File: config.mk
export PLATFORM = sky130hd
export DESIGN_NAME = uart_word_responder
export DESIGN_NICKNAME = d
export VERILOG_FILES = /design/src/rtl/uart_word_responder.sv
export SDC_FILE = /design/constraint.sdc
export NUM_CORES = 1
export LEC_CHECK = 0
export ABC_AREA = 1
export BUFFER_PORTS_ARGS = -buffer_cell sky130_fd_sc_hd__buf_2
export CAP_MARGIN = 20
export CORE_ASPECT_RATIO = 0.7
export CORE_MARGIN = 8
export CORE_UTILIZATION = 62
export DETAILED_ROUTE_END_ITERATION = 12
export HOLD_SLACK_MARGIN = 0.1
export PLACE_DENSITY = 0.84
export SYNTH_ARGS = -nofsm -noshare
export SYNTH_HDL_FRONTEND = slang
export SYNTH_SLANG_ARGS = --single-unit
export TNS_END_PERCENT = 20
File: constraint.sdc
create_clock -name clk -period 5.45 [get_ports clk]
set_input_delay 0.545 -clock clk [delete_from_list [all_inputs] [get_ports clk]]
set_output_delay 0.545 -clock clk [all_outputs]
set_load 0.005 [all_outputs]
File: src/rtl/uart_word_responder.sv
// uart_word_responder: drains received UART words into a reply FIFO and transmits one reply per word.
// Build option UART_RESPONDER_NAK_EN: parity-failed words queue NAK_WORD instead of being discarded.
module uart_word_responder #(
  parameter int DATA_WIDTH = 16,
  parameter int FIFO_DEPTH = 4,
  parameter logic [DATA_WIDTH-1:0] NAK_WORD = 16'hFFFF
) (
  input  logic                          clk,
  input  logic                          rst,
  input  logic                          pending_data_rx,
  input  logic [DATA_WIDTH-1:0]         data_out_rx,
  input  logic                          parity_error_rx,
  output logic                          req_data,
  input  logic                          tx_ready,
  output logic                          data_valid,
  output logic [DATA_WIDTH-1:0]         data_in_tx,
  output logic [$clog2(FIFO_DEPTH):0]   fifo_level,
  output logic [7:0]                    drop_count,
  output logic [7:0]                    err_count
);
  localparam int AW = $clog2(FIFO_DEPTH);
  typedef enum logic [1:0] {RX_IDLE, RX_ACK, RX_GUARD} rx_state_t;
  typedef enum logic [1:0] {TX_IDLE, TX_SEND, TX_WAIT_BUSY, TX_WAIT_DONE} tx_state_t;
  rx_state_t rx_state_q, rx_state_d;
  tx_state_t tx_state_q, tx_state_d;
  logic req_data_q, req_data_d;
  logic data_valid_q, data_valid_d;
  logic [DATA_WIDTH-1:0] data_in_tx_q, data_in_tx_d;
  logic [AW:0] wr_ptr_q, wr_ptr_d, rd_ptr_q, rd_ptr_d;
  logic [7:0] drop_count_q, drop_count_d, err_count_q, err_count_d;
  logic [DATA_WIDTH-1:0] mem [FIFO_DEPTH];
  logic empty, full, pop, sampling, push_req, push, drop;
  logic [DATA_WIDTH-1:0] push_word;
  always_comb begin
    empty = wr_ptr_q == rd_ptr_q;
    full = (wr_ptr_q[AW] != rd_ptr_q[AW]) && (wr_ptr_q[AW-1:0] == rd_ptr_q[AW-1:0]);
    pop = (tx_state_q == TX_IDLE) && !empty && tx_ready;
    sampling = rx_state_q == RX_ACK;
`ifdef UART_RESPONDER_NAK_EN
    push_req = sampling;
`else
    push_req = sampling && !parity_error_rx;
`endif
    push_word = parity_error_rx ? NAK_WORD : data_out_rx;
    // a pop in the same cycle frees the slot, so a full FIFO still accepts the push
    push = push_req && (!full || pop);
    drop = push_req && full && !pop;
    rx_state_d = rx_state_q;
    case (rx_state_q)
      RX_IDLE:  rx_state_d = pending_data_rx ? RX_ACK : RX_IDLE;
      RX_ACK:   rx_state_d = RX_GUARD;
      default:  rx_state_d = RX_IDLE;
    endcase
    tx_state_d = tx_state_q;
    case (tx_state_q)
      TX_IDLE:      tx_state_d = pop ? TX_SEND : TX_IDLE;
      TX_SEND:      tx_state_d = TX_WAIT_BUSY;
      TX_WAIT_BUSY: tx_state_d = tx_ready ? TX_WAIT_BUSY : TX_WAIT_DONE;
      default:      tx_state_d = tx_ready ? TX_IDLE : TX_WAIT_DONE;
    endcase
    req_data_d = rx_state_d == RX_ACK;
    data_valid_d = tx_state_d == TX_SEND;
    data_in_tx_d = pop ? mem[rd_ptr_q[AW-1:0]] : data_in_tx_q;
    wr_ptr_d = push ? wr_ptr_q + 1'b1 : wr_ptr_q;
    rd_ptr_d = pop ? rd_ptr_q + 1'b1 : rd_ptr_q;
    drop_count_d = (drop && drop_count_q != 8'hFF) ? drop_count_q + 8'd1 : drop_count_q;
    err_count_d = (sampling && parity_error_rx && err_count_q != 8'hFF) ? err_count_q + 8'd1 : err_count_q;
  end
  always_ff @(posedge clk or posedge rst) begin
    if (rst) begin
      rx_state_q <= RX_IDLE;
      tx_state_q <= TX_IDLE;
      req_data_q <= 1'b0;
      data_valid_q <= 1'b0;
      data_in_tx_q <= '0;
      wr_ptr_q <= '0;
      rd_ptr_q <= '0;
      drop_count_q <= '0;
      err_count_q <= '0;
    end else begin
      rx_state_q <= rx_state_d;
      tx_state_q <= tx_state_d;
      req_data_q <= req_data_d;
      data_valid_q <= data_valid_d;
      data_in_tx_q <= data_in_tx_d;
      wr_ptr_q <= wr_ptr_d;
      rd_ptr_q <= rd_ptr_d;
      drop_count_q <= drop_count_d;
      err_count_q <= err_count_d;
    end
  end
  always_ff @(posedge clk) begin
    if (push) mem[wr_ptr_q[AW-1:0]] <= push_word;
  end
  assign req_data = req_data_q;
  assign data_valid = data_valid_q;
  assign data_in_tx = data_in_tx_q;
  assign fifo_level = wr_ptr_q - rd_ptr_q;
  assign drop_count = drop_count_q;
  assign err_count = err_count_q;
endmodule

==> results.md, run 1 <==
- Status: finished, final reports clean
- Final WS setup: 2.497 ns
- # diodes: 0
- Clock Tree Buf Depth: 2
- Setup TNS: 0 ns
- First DRT Iteration DRCs: 291
- Area Overhead vs Synth: 12.89%
- Relative slew slack: 35.11%
- Pre-CTS setup slack: 2.730 ns
- Vias per inst: 5.383
- # rows: 26
- Vias in the first global route: 3384
- Final hold vios: 0
- Post-route ant nets: 0
- DRT Pass-1 Iters: 4
- Static Leakage: 2.420 nW
- Clock root cell: clkbuf_8
- I/O pins: 58
- Top cell type's share of synthesized area: 40.25%
- Crit path kind: flip-flop to output pin
- Syn Nets: 507
- Worst vdd ir: 0.2024 mV
- Layout Skew: 0.01141 ns
- Net switching power: 0.9276 mW
- Reg power frac: 45.0%
- Initial core utilization: 64.66%
- Clock buffer count from CTS: 9
- Final core occ: 72.99%
- Fin Hold WS: 0.3622 ns
- GR Util All Layers: 19.17%
- Die height: 89.42 um
- Crit-path max FO: 34
- Pwr Total: 2.525 mW
- Multi-input gate area: 0.001544 sq mm
- Sequential share of the synthesized area: 63.31%
- Yosys cell types: 28
- Commonest non-fill, non-tap cell in the layout: nand2_1
- Syn_area_per_cell: 10.09 sq um
- Placer congestion estimate: 0.8362
- Post-CTS Resized: 0
- Post-route insts no fill: 635
- Clock share of power: 21.7%
- Postcts setup bufs: 0
- Placed Instances: 618
- CTS tree: yes
- Layout cell share with drive strength beyond 1: 19.55%
- Post-cts hold buffer count: 0
- Switching Fraction: 36.74%
- First-pass GRT wire length: 16310 um
- Fin area: 0.005390 sq mm
- Clock Latency Late Sink: 0.37 ns
- Req. time, crit path: 4.91 ns
- CTS Sinks: 108
- Synth area leaders: edfxtp_1, dfrtp_1, nand2_1
- Max Clock Freq: 338.6 MHz
- Area of the mapped netlist: 0.004775 sq mm
- Startpoint types: flip-flop
- Die area: 0.01081 sq mm
- Least-Margin Pin Slew: 0.9734 ns
- WP data arrival: 2.41 ns
- RSZ-0062 raised after global routing: no
- Port buffer count: 57
- Logic pwr share: 33.3%
- Crit end category: output pin
- DR WL/cell: 15.51 um
- Final worst path period share: 54.19%
- Reg clk slew, reported paths: 0.11 ns
- Yosys reg bits: 108
- Final nets: 566
- GR Overflow Total: 0
- Largest net degree at the start of global routing: 45
- Final setup violation count: 0
- Fin. max-slew vios: 0
- Type of the worst min-delay path: primary input to async pin
- Gate Count Post-Synth: 473
- Reg area: 0.003023 sq mm
- Ys Warns: 0
- Vias after detailed routing: 3418
- Initial antenna violation count: 0
- Placed Area: 0.005132 sq mm
- Crit path time final: 2.953 ns
- Fill cell count: 531
- P_int: 1.597 mW
- Pwr dens: 468.4 mW/mm^2
- Total core area: 0.007385 sq mm
- Area leader, netlist: edfxtp_1
- Commonest cells after routing, fill and taps aside: nand2_1, nor2_1, edfxtp_1, buf_2, o21ai_0
- DRT Wirelength: 9850 um
- Dpl hpwl: 6493 um
- H-tree depth: 3
- Die Width: 120.9 um
- DRC Markers: 0
- MaxCap Viol Count: 0
[sequential cells by signal, summed over array words and instances (netlist names)]
register,flops
tx_state_q,2
drop_count,8
rx_state_q,2
req_data,1
mem,64
err_count,8
wr_ptr_q,3
rd_ptr_q,3
data_valid,1
data_in_tx,16
[final timing paths]
check,cells past startpoint,slack [ns],to,startpoint
max in group asynchronous,2,4.50,rd_ptr_q[0]$_DFFE_PP0N_,rst
setup reg to reg,8,2.71,mem[2][8]$_DFFE_PP_,rd_ptr_q[1]$_DFFE_PP0N_
setup / recovery,4,2.50,fifo_level[2],rd_ptr_q[1]$_DFFE_PP0N_
hold / removal,2,0.36,err_count[3]$_DFFE_PP0P_,rst
min in group clk,3,0.41,req_data$_DFF_PP0_,pending_data_rx
hold reg to reg,1,0.46,req_data$_DFF_PP0_,rx_state_q[0]$_DFF_PP0_
[metal layers]
| layer | global-route usage [%] | share of wire [%] |
|---|---|---|
| met1 | 24.46 | 44 |
| met2 | 31.45 | 47 |
| met3 | 4.795 | 7.4 |
| met4 | 6.885 | 1.3 |
| met5 | 0 | 0 |
[cell families after synthesis]
logic type | Yosys count | share of synthesized area [%]
compound gates | 56 | 5.922
xor+xnor | 11 | 2.018
fa+ha+maj | 13 | 3.564
buf+inv | 48 | 4.350
flops | 108 | 63.31
simple gates | 237 | 20.83
[worst max-delay path: stages, from the launching register on]
cell and delay [ns]:
dfrtp_1 1.00, inv_1 0.24, fa_1 0.47, xor2_1 0.19
buf_2 0.14
[cell type report]
class                      count  share of cell area [%]
tap                           98                   2.275
clock inverter                 7                   1.973
multi-input combinational    317                   28.64
timing repair buffer          62                   6.360
sequential                   108                   56.08
clock buffer                   9                   2.298
inverter                      34                   2.368
[power groups by stage]
stage          logic, mW  registers (mW)  clock network [mW]
6_report           0.841            1.14               0.547
2_1_floorplan      0.564            1.12                   0
3_5_place_dp       0.779            1.18                   0
4_1_cts            0.791            1.16               0.556
3_3_place_gp       0.742            1.17                   0
5_1_grt            0.968            1.16               0.582
[synthesized netlist by cell type, drive strengths merged]
| library cell | instances |
|---|---|
| nand2 | 133 |
| nor2 | 67 |
| edfxtp | 64 |
| o21ai | 54 |
| dfrtp | 44 |
| inv | 34 |
| or2 | 16 |
| nand3 | 13 |
| ha | 12 |
| buf | 7 |
| clkbuf | 7 |
| xor2 | 6 |
| nand4 | 5 |
| xnor2 | 5 |
| nand3b | 2 |
| a21oi | 1 |
| fa | 1 |
| nor3 | 1 |
| o21bai | 1 |
(Power assumes the default switching activity.)
==> run 2: changes to the inputs <==
--- a/config.mk
+++ b/config.mk
@@ -10,10 +10,10 @@
 export CAP_MARGIN = 20
 export CORE_ASPECT_RATIO = 0.7
 export CORE_MARGIN = 8
-export CORE_UTILIZATION = 62
+export CORE_UTILIZATION = 52
 export DETAILED_ROUTE_END_ITERATION = 12
 export HOLD_SLACK_MARGIN = 0.1
-export PLACE_DENSITY = 0.84
+export PLACE_DENSITY = 0.75
 export SYNTH_ARGS = -nofsm -noshare
 export SYNTH_HDL_FRONTEND = slang
 export SYNTH_SLANG_ARGS = --single-unit
==> constraint.sdc (replaced) <==
create_clock -name clk -period 2.49 [get_ports clk]
set_input_delay 0.249 -clock clk [delete_from_list [all_inputs] [get_ports clk]]
set_output_delay 0.249 -clock clk [all_outputs]
set_load 0.005 [all_outputs]
==> run 2 against run 1 <==
Net effect: utilization shrank 12 points; critical path type unchanged; via count shrank 3.4%; first-iteration DRC count grew 18%; critical endpoint unchanged; register-to-register slack lost 2.2 ns.
==> results.md, run 2 (synthesis gave the netlist of run 1 again) <==
- Reg-to-reg setup timing slack: 0.53 ns (-2.18 ns)
- Commonest cells after routing, fill and taps aside: nand2_1, nor2_1, edfxtp_1, buf_2, o21ai_0
- Placer congestion estimate: 0.8389 (+0.32%)
- First DRT Iteration DRCs: 344 (+18%)
- Vias per inst: 4.971 (-7.6%)
- Vias after detailed routing: 3301 (-3.4%)
- Pwr dens: 1042 mW/mm^2 (+120%)
- Total core area: 0.008999 sq mm (+22%)
- Largest net degree at the start of global routing: 45 (unchanged)
- Worst R2R Path Depth: 8 (unchanged)
- Setup TNS: 0 ns (unchanged)
- Req. time, crit path: 2.24 ns (-2.67 ns)
- Initial core utilization: 53.06% (-12 points)
- Fill cell count: 756 (+42%)
- Reg2reg end: mem[1][3]$_DFFE_PP_
- Worst Setup SP: wr_ptr_q[0]$_DFFE_PP0N_
- Reg area: 0.003023 sq mm (unchanged)
- Die area: 0.01255 sq mm (+16%)
- CTS Sinks: 108 (unchanged)
- Post-CTS Resized: 0 (unchanged)
- Vias in the first global route: 3221 (-4.8%)
- Layout Skew: 0.01226 ns (+0.0008476 ns)
- Area Overhead vs Synth: 15.20%
- Reg clk slew, reported paths: 0.08 ns (-0.03 ns)
- # diodes: 0 (unchanged)
- Placed Area: 0.005195 sq mm (+1.2%)
- Port buffer count: 57 (unchanged)
- Postcts setup bufs: 0 (unchanged)
- Crit path kind: flip-flop to output pin
- Net switching power: 2.034 mW (+120%)
- Fin area: 0.005500 sq mm (+2.0%)
- Status: finished, final reports clean
- Die height: 96.17 um (+7.5%)
- Startpoint types: flip-flop
- DRT Wirelength: 9700 um (-1.5%)
- DR WL/cell: 14.61 um (-5.8%)
- MaxCap Viol Count: 0 (unchanged)
- RSZ-0062 raised after global routing: no
- Crit-path max FO: 4 (-88%)
- Clock Tree Buf Depth: 2 (unchanged)
- I/O pins: 58 (unchanged)
- DRT Pass-1 Iters: 5 (+1)
- Worst vdd ir: 0.4331 mV (+110%)
- Layout cell share with drive strength beyond 1: 20.00% (+0.45 points)
- Crit end category: output pin
- GR Util All Layers: 16.60% (-2.6 points)
- DRC Markers: 0 (unchanged)
- GR Overflow Total: 0 (unchanged)
- H-tree depth: 3 (unchanged)
- Final worst path period share: 81.76%
- Clock share of power: 25.3% (+3.6 points)
- Initial antenna violation count: 0 (unchanged)
- Relative slew slack: 36.42% (+1.3 points)
- Post-route ant nets: 0 (unchanged)
- Setup crit end: fifo_level[2]
- Static Leakage: 2.459 nW (+1.6%)
- Crit path time final: 2.036 ns
- Die Width: 130.5 um (+8.0%)
- Commonest non-fill, non-tap cell in the layout: nand2_1
- Reg power frac: 42.0% (-3.0 points)
- Final hold vios: 0 (unchanged)
- # rows: 29 (+12%)
- Final setup violation count: 0 (unchanged)
- Clock buffer count from CTS: 9 (unchanged)
- Type of the worst min-delay path: primary input to async pin
- Max Clock Freq: 491.2 MHz
- Clock root cell: clkbuf_16
- Dpl hpwl: 6426 um (-1.0%)
- Clock Latency Late Sink: 0.35 ns (-0.02 ns)
- WP data arrival: 1.79 ns (-0.62 ns)
- Logic pwr share: 32.7% (-0.6 points)
- Final nets: 569 (+0.53%)
- First-pass GRT wire length: 15930 um (-2.3%)
- Max reg flops: 64 (unchanged)
- Switching Fraction: 35.48% (-1.3 points)
- P_int: 3.699 mW (+130%)
- Critical R2R Launch: wr_ptr_q[0]$_DFFE_PP0N_
- Multi-input gate area: 0.001544 sq mm (unchanged)
- Least-Margin Pin Slew: 0.9523 ns (-0.02107 ns)
- Fin. max-slew vios: 0 (unchanged)
- Post-cts hold buffer count: 0 (unchanged)
- CTS tree: yes
run 2: changes by cell type in the layout (fill, tap and decap cells not counted):
cell,previous run,this run
inv_8,3,1
clkinv_4,0,1
buf_4,4,8
clkbuf_16,0,9
buf_16,1,0
clkbuf_8,9,0
inv_6,0,2
bufinv_16,2,1
run 2: per-layer routing:
layer,GRT usage (%),vias to the layer above,wire [um]
met2,26.72,82,4472
met5,0,-,0
met3,5.423,8,629
li1,-,1664,-
met4,4.186,0,77
met1,21.43,1547,4521
run 2: how the worst min path moves through the flow:
stage                                     to                     from  cells after the start  slack, ns
finish              err_count[2]$_DFFE_PP0P_                      rst                      2       0.11
global route         rx_state_q[0]$_DFF_PP0_          pending_data_rx                      3       0.14
CTS                  rx_state_q[0]$_DFF_PP0_          pending_data_rx                      3       0.14
detailed placement   rx_state_q[0]$_DFF_PP0_  rx_state_q[0]$_DFF_PP0_                      1       0.45
global placement          req_data$_DFF_PP0_  rx_state_q[0]$_DFF_PP0_                      1       0.44
floorplan                 req_data$_DFF_PP0_          pending_data_rx                      2       0.39
run 2: power groups by stage:
| stage | clock, mW | sequential [mW] | combinational [mW] |
|---|---|---|---|
| floorplan | 0 | 2.45 | 1.23 |
| global placement | 0 | 2.43 | 1.82 |
| detailed placement | 0 | 2.44 | 1.88 |
| CTS | 1.47 | 2.41 | 1.91 |
| global route | 1.53 | 2.45 | 2.18 |
| finish | 1.45 | 2.41 | 1.88 |
run 2: critical path, stage by stage, from the launching register on:
cell and delay (ns):
dfrtp_1 0.40, inv_1 0.15, ha_1 0.18, inv_1 0.05
fa_1 0.37, xor2_1 0.16, buf_2 0.14
run 2: layout make-up:
class	count	area share [%]
tap	124	2.821
timing repair buffer	65	6.278
clock inverter	7	1.456
inverter	34	2.320
multi-input combinational	317	28.07
sequential	108	54.96
clock buffer	9	4.095
run 2: stage by stage:
| step | hold WS (ns) | util [%] | std cells | total power, mW | worst slack [ns] |
|---|---|---|---|---|---|
| final | 0.1115 | 61.12 | 664 | 5.733 | 0.4543 |
| after global routing | 0.1441 | 61.12 | 664 | 6.157 | 0.3138 |
| after CTS | 0.1402 | 61.12 | 664 | 5.792 | 0.4270 |
| after detailed placement | 0.4529 | 57.73 | 648 | 4.323 | 0.5700 |
| after global placement | 0.4390 | 57.73 | 648 | 4.246 | 0.6534 |
| after floorplan | 0.3872 | - | 473 | 3.687 | 0.03320 |
==> run 3: changes to the inputs <==
--- a/config.mk
+++ b/config.mk
@@ -10,10 +10,10 @@
 export CAP_MARGIN = 20
 export CORE_ASPECT_RATIO = 0.7
 export CORE_MARGIN = 8
-export CORE_UTILIZATION = 52
+export CORE_UTILIZATION = 58
 export DETAILED_ROUTE_END_ITERATION = 12
 export HOLD_SLACK_MARGIN = 0.1
-export PLACE_DENSITY = 0.75
+export PLACE_DENSITY = 0.8
 export SYNTH_ARGS = -nofsm -noshare
 export SYNTH_HDL_FRONTEND = slang
 export SYNTH_SLANG_ARGS = --single-unit
==> constraint.sdc (replaced) <==
create_clock -name clk -period 2 [get_ports clk]
set_input_delay 0.2 -clock clk [delete_from_list [all_inputs] [get_ports clk]]
set_output_delay 0.2 -clock clk [all_outputs]
set_load 0.005 [all_outputs]
==> run 3 against run 2 <==
Net effect: final area up 2.1%; clock skew down 0.0078 ns; wire length up 4.5%; sequential share of layout area down 1.2 points; critical path depth unchanged; sequential power up 24%; flip-flop and latch count unchanged; critical path type unchanged; critical endpoint unchanged; highest routed layer unchanged.
==> results.md, run 3 (synthesis gave the netlist of run 1 again) <==
- WHS Endpoint: tx_state_q[1]$_DFF_PP0_
- Relative slew slack: 54.94% (+19 points)
- Reg clk slew, reported paths: 0.07 ns (about the same)
- Post-route ant nets: 0 (unchanged)
- Initial core utilization: 60.14% (+7.1 points)
- Vias in the first global route: 3168 (-1.6%)
- Clock Latency Late Sink: 0.35 ns (about the same)
- # rows: 27 (-6.9%)
- WP data arrival: 1.72 ns (-0.07 ns)
- Initial antenna violation count: 0 (unchanged)
- Least-Margin Pin Slew: 0.6718 ns (-0.2805 ns)
- Largest net degree at the start of global routing: 34 (-24%)
- Placed Instances: 630 (-2.8%)
- DRT Wirelength: 10130 um (+4.5%)
- Max reg flops: 64 (unchanged)
- DRT Pass-1 Iters: 5 (unchanged)
- HP Start: tx_ready
- Layout cell share with drive strength beyond 1: 21.68% (+1.7 points)
- Die area: 0.01144 sq mm (-8.9%)
- Area Overhead vs Synth: 17.66%
- Reg2reg end: mem[2][10]$_DFFE_PP_
- Fill cell count: 573 (-24%)
- Worst R2R Path Depth: 8 (unchanged)
- H-tree depth: 3 (unchanged)
- Reg-to-reg setup timing slack: 0.20 ns (-0.33 ns)
- Commonest cells after routing, fill and taps aside: nand2_1, edfxtp_1, nor2_1, buf_2, o21ai_0
- Layout Skew: 0.004482 ns (-0.007776 ns)
- Vias per inst: 5.340 (+7.4%)
- Placer congestion estimate: 0.8845 (+5.4%)
- Die height: 91.91 um (-4.4%)
- Crit end category: output pin
- # diodes: 0 (unchanged)
- GR Overflow Total: 0 (unchanged)
- RSZ-0062 raised after global routing: no
- Clock root cell: clkbuf_16
- Final worst path period share: 96.18%
- Fin area: 0.005618 sq mm (+2.1%)
- Placed Area: 0.005286 sq mm (+1.8%)
- Clock Tree Buf Depth: 2 (unchanged)
- Static Leakage: 2.492 nW (+1.4%)
- Die Width: 124.4 um (-4.7%)
- Port buffer count: 57 (unchanged)
- Pwr Total: 7.320 mW (+28%)
- Final setup violation count: 0 (unchanged)
- MaxCap Viol Count: 0 (unchanged)
- Worst vdd ir: 0.9746 mV (+130%)
- First-pass GRT wire length: 16200 um (+1.7%)
- CTS Sinks: 108 (unchanged)
- Final hold vios: 0 (unchanged)
- Final nets: 578 (+1.6%)
- Pwr dens: 1303 mW/mm^2 (+25%)
- Vias after detailed routing: 3471 (+5.1%)
- Clock buffer count from CTS: 9 (unchanged)
- Crit-path max FO: 4 (unchanged)
- Req. time, crit path: 1.80 ns (-0.44 ns)
- Critical R2R Launch: rd_ptr_q[1]$_DFFE_PP0N_
- Crit path time final: 1.924 ns
- Status: finished, final reports clean
- Worst Hold Depth: 2
- DR WL/cell: 15.59 um (+6.7%)
- Total core area: 0.007939 sq mm (-12%)
- I/O pins: 58 (unchanged)
- Dpl hpwl: 7300 um (+14%)
- Crit path kind: flip-flop to output pin
- Final core occ: 70.76% (+9.6 points)
- Type of the worst min-delay path: primary input to flip-flop
- Commonest non-fill, non-tap cell in the layout: nand2_1
- GR Util All Layers: 18.05% (+1.5 points)
- Post-route insts no fill: 650 (-2.1%)
- First DRT Iteration DRCs: 372 (+8.1%)
- Startpoint types: flip-flop
- CTS tree: yes
- Max Clock Freq: 519.8 MHz
- DRC Markers: 0 (unchanged)
- Fin. max-slew vios: 0 (unchanged)
- Setup TNS: 0 ns (unchanged)
-- run 3: cell types whose count changed in the layout (fill, tap and decap cells not counted), moves of 2 or more --
cell	delta
dlygate4sd3_1	+2
buf_12	+4
clkinv_1	+2
nor2_1	-4
inv_6	-2
nor2_4	+4
buf_4	+3
clkinvlp_4	+2
-- run 3: final cells by class --
| cell class | count | area [sq um] | share of cell area [%] |
|---|---|---|---|
| multi-input cells | 317 | 1579 | 28.11 |
| inverters | 34 | 127.6 | 2.272 |
| well taps | 101 | 126.4 | 2.249 |
| flip-flops and latches | 108 | 3023 | 53.81 |
| clock buffers | 10 | 229.0 | 4.076 |
| clock inverters | 6 | 65.06 | 1.158 |
| repair buffers | 74 | 467.9 | 8.330 |
-- run 3: worst max path at each step --
stage | start | endpoint | cells after the start
floorplan | rd_ptr_q[1]$_DFFE_PP0N_ | mem[0][0]$_DFFE_PP_ | 8
global placement | wr_ptr_q[0]$_DFFE_PP0N_ | mem[0][15]$_DFFE_PP_ | 8
detailed placement | wr_ptr_q[0]$_DFFE_PP0N_ | mem[0][10]$_DFFE_PP_ | 8
CTS | wr_ptr_q[0]$_DFFE_PP0N_ | fifo_level[2] | 6
global route | wr_ptr_q[0]$_DFFE_PP0N_ | fifo_level[2] | 6
finish | wr_ptr_q[0]$_DFFE_PP0N_ | fifo_level[2] | 6
-- run 3: repair_timing --
item                                   4_1_cts  5_1_grt
hold buffers                                 2        0
endpoints found under the hold margin       19        0
setup endpoints to repair                    1        1
setup buffers                                0        2
gates resized for setup                      1        1
pin swaps                                    1        1
-- run 3: critical path: stages (launching register included) --
cell and delay (ns):
dfrtp_1 0.39, inv_2 0.10, ha_1 0.16, inv_1 0.05
fa_2 0.34, xor2_1 0.19, buf_2 0.15
-- run 3: per-stage QoR --
stage	hold slack, ns	setup slack [ns]
floorplan	0.3382	0.02914
global placement	0.2411	0.1846
detailed placement	0.2472	0.1245
CTS	0.1262	0.01347
global route	0.1324	0.01161
finish	0.1343	0.07632
-- run 3: where the power goes --
part | internal [mW] | switching, mW
sequential | 2.75 | 0.242
combinational | 0.964 | 1.63
clock | 0.968 | 0.764
total | 4.68 | 2.64
-- run 3: metal layers --
metal / wire, um / GRT usage, % / share of wire [%] / up-vias
met5: 0 / 0 / 0 / -
li1: - / - / - / 1685
met4: 116 / 6.394 / 1.1 / 0
met1: 5020 / 26.75 / 50 / 1641
met3: 758 / 5.233 / 7.5 / 7
met2: 4235 / 24.48 / 42 / 138
